===== config.mk =====
export PLATFORM = sky130hd
export DESIGN_NAME = axis_var_delay_pkt
export DESIGN_NICKNAME = d
export VERILOG_FILES = /design/src/rtl/axis_var_delay_pkt.sv
export SDC_FILE = /design/constraint.sdc
export NUM_CORES = 1
export LEC_CHECK = 0
export CAP_MARGIN = 30
export CORE_UTILIZATION = 45
export DETAILED_ROUTE_END_ITERATION = 7
export PLACE_DENSITY = 0.73
export SETUP_SLACK_MARGIN = 0.15
export SLEW_MARGIN = 10
export SYNTH_ARGS = -nofsm -noshare
export SYNTH_HDL_FRONTEND = slang
export SYNTH_SLANG_ARGS = --single-unit

===== constraint.sdc =====
create_clock -name clk -period 4 [get_ports clk]
set_clock_uncertainty 0.15 [all_clocks]
set_input_delay 0.8 -clock clk [delete_from_list [all_inputs] [get_ports clk]]
set_output_delay 0.8 -clock clk [all_outputs]
set_load 0.02 [all_outputs]

===== src/rtl/axis_var_delay_pkt.sv =====
// Runtime-variable sample delay on one AXI-Stream with max-SPP re-packetisation.
// Define AXIS_VAR_DELAY_ZERO_FILL_EN to insert zeros instead of repeating the last sample.
module axis_var_delay_pkt #(
    parameter int MAX_LEN_LOG2   = 10,
    parameter int WIDTH          = 32,
    parameter int PRESERVE_TLAST = 1
) (
    input  logic                    clk,
    input  logic                    reset,
    input  logic                    clear,
    input  logic [MAX_LEN_LOG2-1:0] len,
    input  logic [MAX_LEN_LOG2-1:0] max_spp,
    input  logic [WIDTH-1:0]        i_tdata,
    input  logic                    i_tlast,
    input  logic                    i_tvalid,
    output logic                    i_tready,
    output logic [WIDTH-1:0]        o_tdata,
    output logic                    o_tlast,
    output logic                    o_tvalid,
    input  logic                    o_tready,
    output logic [MAX_LEN_LOG2-1:0] cur_delay
);

    typedef enum logic [1:0] {
        S_WAIT,
        S_RUN,
        S_INSERT,
        S_DROP
    } state_t;

    localparam logic KEEP_LAST = (PRESERVE_TLAST != 0);
    localparam logic [MAX_LEN_LOG2-1:0] DLY_MAX = '1;
    localparam logic [MAX_LEN_LOG2-1:0] ONE = MAX_LEN_LOG2'(1);

    state_t state;
    state_t state_nxt;

    logic [WIDTH-1:0]        hold;
    logic [WIDTH-1:0]        fill_data;
    logic [MAX_LEN_LOG2-1:0] spp_cnt;
    logic [MAX_LEN_LOG2-1:0] spp_lim;
    logic                    pending_last;

    logic load_en;
    logic accept;
    logic spp_last;
    logic pass_last;
    logic beat_last;
    logic emit_pass;
    logic emit_fill;
    logic drop_beat;
    logic dly_inc;
    logic dly_dec;

    assign load_en = !o_tvalid || o_tready;
    assign accept  = i_tvalid && i_tready;

    // >= rather than == so a lowered max_spp still closes the packet at once
    assign spp_lim   = max_spp - ONE;
    assign spp_last  = (max_spp != '0) && (spp_cnt >= spp_lim);
    assign pass_last = (KEEP_LAST && (i_tlast || pending_last)) || spp_last;
    assign beat_last = emit_pass ? pass_last : spp_last;

`ifdef AXIS_VAR_DELAY_ZERO_FILL_EN
    assign fill_data = hold & {WIDTH{1'b0}};
`else
    assign fill_data = hold;
`endif

    always_comb begin
        state_nxt = state;
        i_tready  = 1'b0;
        emit_pass = 1'b0;
        emit_fill = 1'b0;
        drop_beat = 1'b0;
        dly_inc   = 1'b0;
        dly_dec   = 1'b0;
        unique case (state)
            S_WAIT: begin
                i_tready = load_en;
                if (accept) begin
                    emit_pass = 1'b1;
                    state_nxt = (len > cur_delay) ? S_INSERT : S_RUN;
                end
            end
            S_RUN: begin
                i_tready = load_en;
                if (accept) begin
                    emit_pass = 1'b1;
                end else if (len > cur_delay) begin
                    state_nxt = S_INSERT;
                end else if (len < cur_delay) begin
                    state_nxt = S_DROP;
                end
            end
            S_INSERT: begin
                if (len <= cur_delay) begin
                    state_nxt = S_RUN;
                end else if (load_en) begin
                    emit_fill = 1'b1;
                    dly_inc   = 1'b1;
                end
            end
            S_DROP: begin
                // ready only while a drop is owed, so the exit cycle loses nothing
                i_tready = (len < cur_delay);
                if (len >= cur_delay) begin
                    state_nxt = S_RUN;
                end else if (i_tvalid) begin
                    drop_beat = 1'b1;
                    dly_dec   = 1'b1;
                end
            end
        endcase
    end

    always_ff @(posedge clk or posedge reset) begin
        if (reset) begin
            state        <= S_WAIT;
            o_tvalid     <= 1'b0;
            o_tdata      <= '0;
            o_tlast      <= 1'b0;
            cur_delay    <= '0;
            hold         <= '0;
            spp_cnt      <= '0;
            pending_last <= 1'b0;
        end else if (clear) begin
            state        <= S_WAIT;
            o_tvalid     <= 1'b0;
            o_tdata      <= '0;
            o_tlast      <= 1'b0;
            cur_delay    <= '0;
            hold         <= '0;
            spp_cnt      <= '0;
            pending_last <= 1'b0;
        end else begin
            state <= state_nxt;
            if (load_en) begin
                o_tvalid <= emit_pass || emit_fill;
                if (emit_pass) begin
                    o_tdata <= i_tdata;
                    o_tlast <= pass_last;
                end else if (emit_fill) begin
                    o_tdata <= fill_data;
                    o_tlast <= spp_last;
                end
            end
            if (emit_pass || drop_beat) begin
                hold <= i_tdata;
            end
            if (emit_pass || emit_fill) begin
                spp_cnt <= beat_last ? '0 : spp_cnt + ONE;
            end
            if (drop_beat && i_tlast && KEEP_LAST) begin
                pending_last <= 1'b1;
            end else if (emit_pass) begin
                pending_last <= 1'b0;
            end
            if (dly_inc && (cur_delay != DLY_MAX)) begin
                cur_delay <= cur_delay + ONE;
            end else if (dly_dec && (cur_delay != '0)) begin
                cur_delay <= cur_delay - ONE;
            end
        end
    end

endmodule

== After elaboration in Yosys (flattened, before gate mapping) ==
Index checks and enable logic that the tools add are counted.
Storage, ports and cells
  bits in registers: 89
  bits of input ports: 58
  output and inout port bits: 45
  word-level logic and storage cells: 89
Operators by class
  add/sub/neg operators: 4
  order comparisons: 5
  equality and inequality tests: 9
  mux-type cells: 40
  reduce and logical (&&, ||, !) cells: 23
Operator list (number)
  $mux W32: 6
  $mux W10: 6
  $add A10 B1 Y10 const B: 2
  $ge A10 B10 Y1: 2
  $reduce_bool A10 Y1: 2
  $sub A10 B1 Y10 const B: 2
  $mux W1: 18
  $mux W2: 8
  $ne A3 B3 Y1 const B: 4
  $gt A10 B10 Y1: 1
  $le A10 B10 Y1: 1
  $lt A10 B10 Y1: 1
  $ne A10 B10 Y1 const B: 1
  $reduce_bool A3 Y1: 3
  $pmux W2 S4: 1
  $reduce_bool A2 Y1: 3
  $logic_and A1 B1 Y1: 5
  $logic_or A1 B1 Y1: 5
  $reduce_and A5 Y1: 1
  $eq A2 B2 Y1 const B: 2
  $ne A4 B4 Y1 const B: 1
  $eq A2 B1 Y1 const B: 1
  $logic_not A2 Y1: 1
  $pmux W1 S2: 1
  3 further kinds: 3

== Logic depth before layout (Yosys ltp) ==
Gate-level depths: netlist (run 1).
  depth after elaboration: 10
  depth in mapped cells: 16
  mapped depth without buffers: 14

== Worst setup path after synthesis (run 1) ==
No wires, ideal clock.
  path type: input to register
  start: input port len[3]
  end: register cur_delay[8]
  setup time: 0.124 ns
  data arrival time: 3.932 ns
  required time: 3.726 ns
  path slack: -0.205 ns
  stages on the path: 15
  buffers on the path: 2
  cells stage by stage: ha_1 -> and4_4 -> and3b_1 -> o31a_1 -> o2111a_1 -> buf_4 -> buf_2 -> nand2_1 -> ha_1 -> a21oi_1 -> o21ai_0 -> a21oi_1 -> or3b_2 -> nand3_1 -> mux2i_1
On the way
  cells in the longest elaborated chain, start to end: 6
  elaborated cells on any way between the ends: 11
  those cells by class: 2 x order compare; 6 x mux; 3 x reduce/logical
Ends and longest elaborated chain
  start, declared: line 11  | input logic [MAX_LEN_LOG2-1:0] len,
  $le A10 B10 Y1: line 97  | if (len <= cur_delay) begin
  $mux W1: line 97
  $mux W1: line 78  | unique case (state)
  $logic_and A1 B1 Y1: line 159  | if (dly_inc && (cur_delay != DLY_MAX)) begin
  $mux W10: line 159
  $mux W10: line 127  | end else if (clear) begin
  end signal, assigned: line 160  | cur_delay <= cur_delay + ONE;
  end signal, assigned: line 162  | cur_delay <= cur_delay - ONE;
  end, declared: line 21  | output logic [MAX_LEN_LOG2-1:0] cur_delay
Parallel ways exist; a longest one is shown, timed or not.
A chain may end at the register's enable or synchronous reset.

== Worst setup path after layout (run 1) ==
  start: input port len[7]
  end: register cur_delay[9]
Same word-level chain as after synthesis.

==> results of run 1 <==
## state kept, by name (all words and copies together), names as in the netlist
register and flops:
o_tvalid 1, o_tlast 1, cur_delay 10, fill_data 32
spp_cnt 10, o_tdata 32, pending_last 1, state 2
## area by class of cell
cell class	count	area [um2]	share of cell area, %
flip-flops and latches	89	2230	30.5
inverters	55	208	2.85
well taps	143	179	2.45
clock buffers	11	233	3.19
repair buffers	134	1310	18.0
multi-input cells	397	3050	41.9
clock inverters	5	78.8	1.08
## where the power goes
group / switching [W] / leakage [nW] / internal [W]
logic: 0.00110 / 1.67 / 0.00102
clock network: 0.000335 / 0.154 / 0.000548
registers: 0.000171 / 1.19 / 0.00106
## cells by family (layout without fill, tap and decap cells)
group / Yosys count / count (layout) / synth area share, %
DFF: 89 / 89 / 40.7
xor gates and xnor gates: 12 / 12 / 1.92
adders and majority gates: 32 / 32 / 7.45
buffers and inverters: 94 / 205 / 7.45
and+or+nand+nor: 144 / 145 / 13.2
muxes: 43 / 43 / 8.18
AOI/OAI and AO/OA: 165 / 165 / 21.2
## how the worst max path moves through the flow
stage | cells after the start | slack, ns | endpoint
6_report | 14 | 0.22 | cur_delay[9]
5_1_grt | 15 | 0.08 | cur_delay[9]
4_1_cts | 14 | 0.16 | cur_delay[7]
3_5_place_dp | 14 | -0.25 | cur_delay[7]
3_3_place_gp | 8 | -0.15 | i_tready
2_1_floorplan | 15 | 0.16 | cur_delay[8]
## stage by stage
step           cell area (um2)  setup WS [ns]  hold slack [ns]  setup TNS (ns)  util (%)
2_1_floorplan             5530          0.156            0.348               0         -
3_3_place_gp              6760         -0.151            0.362          -0.524      58.2
3_5_place_dp              6790         -0.254            0.364           -1.01      58.4
4_1_cts                   7120          0.156            0.376               0      61.3
5_1_grt                   7290         0.0767            0.392               0      62.8
6_report                  7290          0.216            0.375               0      62.8
## worst reg2reg max path, stage by stage, from the launching register on
cell and delay [ns]:
dfrtp_1 0.50, inv_1 0.19, ha_4 0.31, and4_4 0.23, and3b_1 0.17, o31a_1 0.18
o2111a_2 0.32, nand2_4 0.12, ha_4 0.32, nand2_2 0.05, o211ai_1 0.22, buf_4 0.15
a41oi_2 0.15, a2111o_1 0.43, nand4_1 0.10
## layout by cell type (no fill, tap or decap), types with 4 or more instances in the layout
cell type / instances
xnor2_1: 9
o21a_1: 4
o21ai_1: 32
o211ai_1: 42
o21ai_0: 6
nor3_1: 12
or4_1: 5
or3_1: 4
dlymetal6s2s_1: 4
nand2_1: 19
a211oi_1: 34
nor4_1: 4
nand3b_1: 4
a21oi_1: 9
ha_4: 9
a21o_1: 4
nor2_1: 57
nand4_1: 5
ha_1: 22
nand3_1: 11
clkdlybuf4s50_1: 96
a31oi_1: 6
clkbuf_16: 9
dfrtp_1: 89
buf_4: 29
mux2i_1: 38
inv_1: 54
o2111ai_1: 4
## routing by layer
metal / track usage [%] / wire [um] / up-vias
li1: - / - / 2334
met1: 30.9 / 6630 / 2391
met2: 41.2 / 7460 / 144
met3: 3.73 / 673 / 13
met4: 6.58 / 158 / 0
met5: 0 / 0 / -
## timing repair
| action | 4_1_cts | 5_1_grt |
|---|---|---|
| gates resized for setup | 6 | 21 |
| cloned | 0 | 1 |
| buffers inserted | 1 | 2 |
| setup endpoints to repair | 2 | 7 |
| pin swaps | 0 | 15 |
==> flow_metrics.tcl, run 1 <==
set metrics [dict create \
    status "finished, violations left" \
    violations "design-rule violations" \
    setup.worst_path.start "len[7]" \
    grt_max_degree 61 \
    yosys_register_bits 89 \
    synth-seq-area-share_pct 40.7 \
    synthesis.nets 669 \
    hold_buffers 0 \
    max_stage_delay_ns 0.43 \
    ys_top_cells_by_area "dfrtp_1 (41%), ha_1 (7.1%), mux2i_1 (6.9%)" \
    area_growth_pct 33.2 \
    start_util_pct 47.2 \
    power_w 0.00423 \
    holdPathEnd "fill_data[19]" \
    period_share_pct 94.6 \
    leakagePower_nw 3.02 \
    die_y_um 112 \
    post-synth-top-count-cell "dfrtp_1" \
    crit_chain "clkdlybuf4s50_1 > ha_1 > and4_4 > buf_4 > o31a_1 > o2111a_2 > nand2_4 > ha_4 > nand2_2 > o211ai_1 > buf_4 > a41oi_2 > a2111o_1 > nand4_1" \
    critPathMaxFanout 4 \
    worstSetupStartpointType "input pin" \
    finalMaxSlewViolations 0 \
    ys_types 58 \
    first_global_vias 4941 \
    hpwl_um 10000 \
    wirelength_um 14900 \
    ant_nets 0 \
    stdcell_count 834 \
    grt_usage_pct 23.7 \
    path_clk_slew_ns 0.06 \
    htreeDepth 3 \
    synth_edf_count 0 \
    r2r_setup_slack_ns 0.35 \
    grt_overflow 0 \
    cts_root_buf "clkbuf_16" \
    r2r_start "cur_delay[4]" \
    fin_nets 776 \
    arrival_ns 3.89 \
    final.min_clock_period_ns 3.78 \
    ys_warn_count 0 \
    routedWlPerCell_um 17.9 \
    synth_top_area_cell "dfrtp_1" \
    drt-initial-drc-count 302 \
    cts_buffers 9 \
    cp_num_buf_inv 3 \
    reg2regPathDepth 14 \
    core-area_um2 11600 \
    cts_tree "done" \
    ir_drop_mv 0.440 \
    antenna_cells 0 \
    drc 7 \
    crit_required_ns 4.11 \
    criticalPathCategory "in -> reg" \
    grt_pass1_wl_um 24200 \
    crit_family "compound AO/OA/AOI/OAI gates" \
    fillers 953 \
    power_density_nw_per_um2 580 \
    min_delay_path_depth 2 \
    hp-class "reg -> reg" \
    clk_path_buf_depth 2 \
    synth_top_cell_area_share_pct 40.7 \
    synthFlopType "dfrtp_1" \
    hp-start "fill_data[19]" \
    placedCellCount 814 \
    synthTopCellsByCount "dfrtp_1 (89), nor2_1 (58), inv_1 (55)" \
    cp_slowest_cell "a2111o_1" \
    clk-insertion-delay-late_ns 0.33 \
    io_pins 103 \
    first_pass_iters 6 \
    avgSynthCellArea_um2 9.46 \
    syn-cell-area_um2 5480 \
    cp-end-kind "flip-flop" \
    setup_violations 0 \
    fmaxAchievable_ghz 0.264 \
    die_area_um2 12600 \
    gp_congestion 0.884 \
    final_layout_size_suffix_gt1_share_pct 12.7 \
    cpMostUsedCell "buf_4" \
    clock_sinks 89 \
    max-cap-violations 0 \
    syn_inst 579 \
    via_count 4882 \
    hold_violations 0 \
    row_count 39 \
    tightest_slew_ns 0.744 \
    max_slew_margin_pct 50.3 \
    portBuffers 102 \
    reg2reg_to "cur_delay[9]" \
    via_per_inst 5.85 \
    antenna_found_initial 0 \
    die_w_um 112 \
    rsz0062_at_grt "false" \
    synthArstFlopShare_pct 100 \
]
Note: power is estimated with default switching activity, not from simulation.
==> run 2, diff against run 1 <==
- MAX_ROUTING_LAYER: default -> met4
==> flow_metrics.tcl, run 2 (synthesized netlist as in run 1, its figures left out) <==
set metrics [dict create \
    status "finished, violations left" \
    violations "design-rule violations" \
    fmaxAchievable_ghz 0.265 \
    finalSetupTns_ns 0 \
    seq_power_share_pct 29.2 \
    area_growth_pct 32.8 \
    fin_nets 779 \
    drt-initial-drc-count 261 \
    max-cap-violations 0 \
    crit_required_ns 4.08 \
    via_count 4955 \
    setup_violations 0 \
    seq_area_um2 2230 \
    leakagePower_nw 3.00 \
    ir_drop_mv 0.412 \
    cts_root_buf "clkbuf_16" \
    fillers 989 \
    holdPathEnd "fill_data[23]" \
    placedCellCount 820 \
    power_w 0.00422 \
    fin_area_um2 7270 \
    layout_common_cells "clkdlybuf4s50_1 (97), dfrtp_1 (89), nor2_1 (58), inv_1 (54), o211ai_1 (42)" \
    cp_num_buf_inv 3 \
    r2r_setup_slack_ns 0.40 \
    via_per_inst 5.92 \
    path_clk_slew_ns 0.07 \
    critPathMaxFanout 8 \
    power_density_nw_per_um2 580 \
    cp-end-kind "flip-flop" \
    reg2reg_to "cur_delay[8]" \
    arrival_ns 3.86 \
    first_global_vias 4986 \
    hpwl_um 10100 \
    core-area_um2 11600 \
    criticalPathCategory "in -> reg" \
    grt_usage_pct 24.7 \
    ant_nets 0 \
    grt_max_degree 70 \
    max_slew_margin_pct 43.8 \
    hold_violations 0 \
    final.min_clock_period_ns 3.78 \
    finalMaxSlewViolations 0 \
    hp-class "reg -> reg" \
    tightest_slew_ns 0.843 \
    routed.top_layer "met4" \
    portBuffers 102 \
    antenna_cells 0 \
    net-switching-power_w 0.00166 \
    die_w_um 112 \
    clk_path_buf_depth 2 \
    htreeDepth 3 \
    clkPwrFrac_pct 21.6 \
    final_layout_size_suffix_gt1_share_pct 13.4 \
    intPower_w 0.00256 \
    grt_overflow 0 \
    start_util_pct 47.2 \
    dpl-instance-area_um2 6800 \
    p_sw_share_pct 39.3 \
    reg2regPathDepth 14 \
    die_area_um2 12600 \
    cts_buffers 9 \
    wl_met3_um 749 \
    cts_tree "done" \
    rsz0062_at_grt "true" \
    first_pass_iters 7 \
    period_share_pct 94.5 \
    grt_pass1_wl_um 24500 \
    final_common_cell "clkdlybuf4s50_1" \
    comb_power_share_pct 49.3 \
    hp-start "fill_data[23]" \
    drc 7 \
    stdcell_count 837 \
    multi_input_area_um2 3030 \
    die_y_um 112 \
    clk-insertion-delay-late_ns 0.34 \
    gp_congestion 0.850 \
    r2r_start "cur_delay[4]" \
    worstSetupStartpointType "input pin" \
    crit_family "simple AND/OR/NAND/NOR gates" \
    row_count 39 \
    wirelength_um 14900 \
    routedWlPerCell_um 17.8 \
    min_delay_path_depth 2 \
    io_pins 103 \
    pre_cts_slack_ns -0.232 \
    setup_ws_ns 0.219 \
    crit_chain "clkdlybuf4s50_1 > ha_1 > and4_4 > buf_4 > o31a_1 > o2111a_2 > nand2_8 > buf_4 > ha_1 > o21a_1 > o21ai_0 > or3b_2 > nand3_1 > mux2i_1" \
    max_stage_delay_ns 0.44 \
    wl_met1_um 6420 \
    clock_sinks 89 \
    antenna_found_initial 0 \
    cp_slowest_cell "or3b_2" \
    route.met2.wl_um 7530 \
]
[run 2: cell types whose count changed in the layout (fill, tap and decap cells not counted), sizes merged]
cell,change
clkdlybuf4s50,+1
bufinv,-1
inv,+2
nand2,-1
clkinvlp,+1
buf,+4
dlymetal6s2s,-1
clkbuf,-2
[run 2: power by group through the flow]
stage / logic [W] / clock network (W) / registers, W
5_1_grt: 0.00227 / 0.000950 / 0.00125
6_report: 0.00208 / 0.000909 / 0.00123
3_3_place_gp: 0.00187 / 0 / 0.00123
2_1_floorplan: 0.00115 / 0 / 0.00131
3_5_place_dp: 0.00193 / 0 / 0.00123
4_1_cts: 0.00195 / 0.000918 / 0.00122
[run 2: worst min-delay path: cells and delay by family, from the launching register on]
kind	cells	cell delay, ns
flops	1	0.38
buf+inv	1	0.05
compound gates	1	0.06
[run 2: how the worst max path moves through the flow]
stage | from | endpoint | slack [ns] | depth (start not counted)
4_1_cts | len[3] | i_tready | 0.15 | 8
3_3_place_gp | len[3] | i_tready | -0.16 | 8
5_1_grt | len[8] | cur_delay[7] | 0.08 | 14
2_1_floorplan | len[3] | cur_delay[8] | 0.16 | 15
3_5_place_dp | len[3] | i_tready | -0.23 | 8
6_report | len[8] | cur_delay[8] | 0.22 | 14
[run 2: metrics by stage]
| step | util, % | hold WS (ns) |
|---|---|---|
| finish | 62.6 | 0.377 |
| global route | 62.6 | 0.406 |
| CTS | 61.4 | 0.377 |
| detailed placement | 58.6 | 0.364 |
| global placement | 58.6 | 0.361 |
| floorplan | - | 0.348 |
[run 2: layout make-up]
class | instances | share of cell area [%]
inverters | 55 | 2.86
clock buffers | 9 | 3.10
clock inverters | 7 | 1.32
repair buffers | 138 | 18.0
multi-input cells | 396 | 41.7
flip-flops and latches | 89 | 30.6
well taps | 143 | 2.46
[run 2: timing repair]
| item | in CTS | in global routing |
|---|---|---|
| resized for setup | 3 | 21 |
| pin swaps | 0 | 13 |
| setup endpoints to repair | 1 | 7 |
| hold buffers | 0 | 0 |
| setup buffers | 0 | 1 |
[run 2: per-layer routing]
metal,global-route usage [%],up-vias
met2,41.1,165
met4,7.56,0
met5,-,-
met1,31.8,2431
li1,-,2339
met3,2.92,20
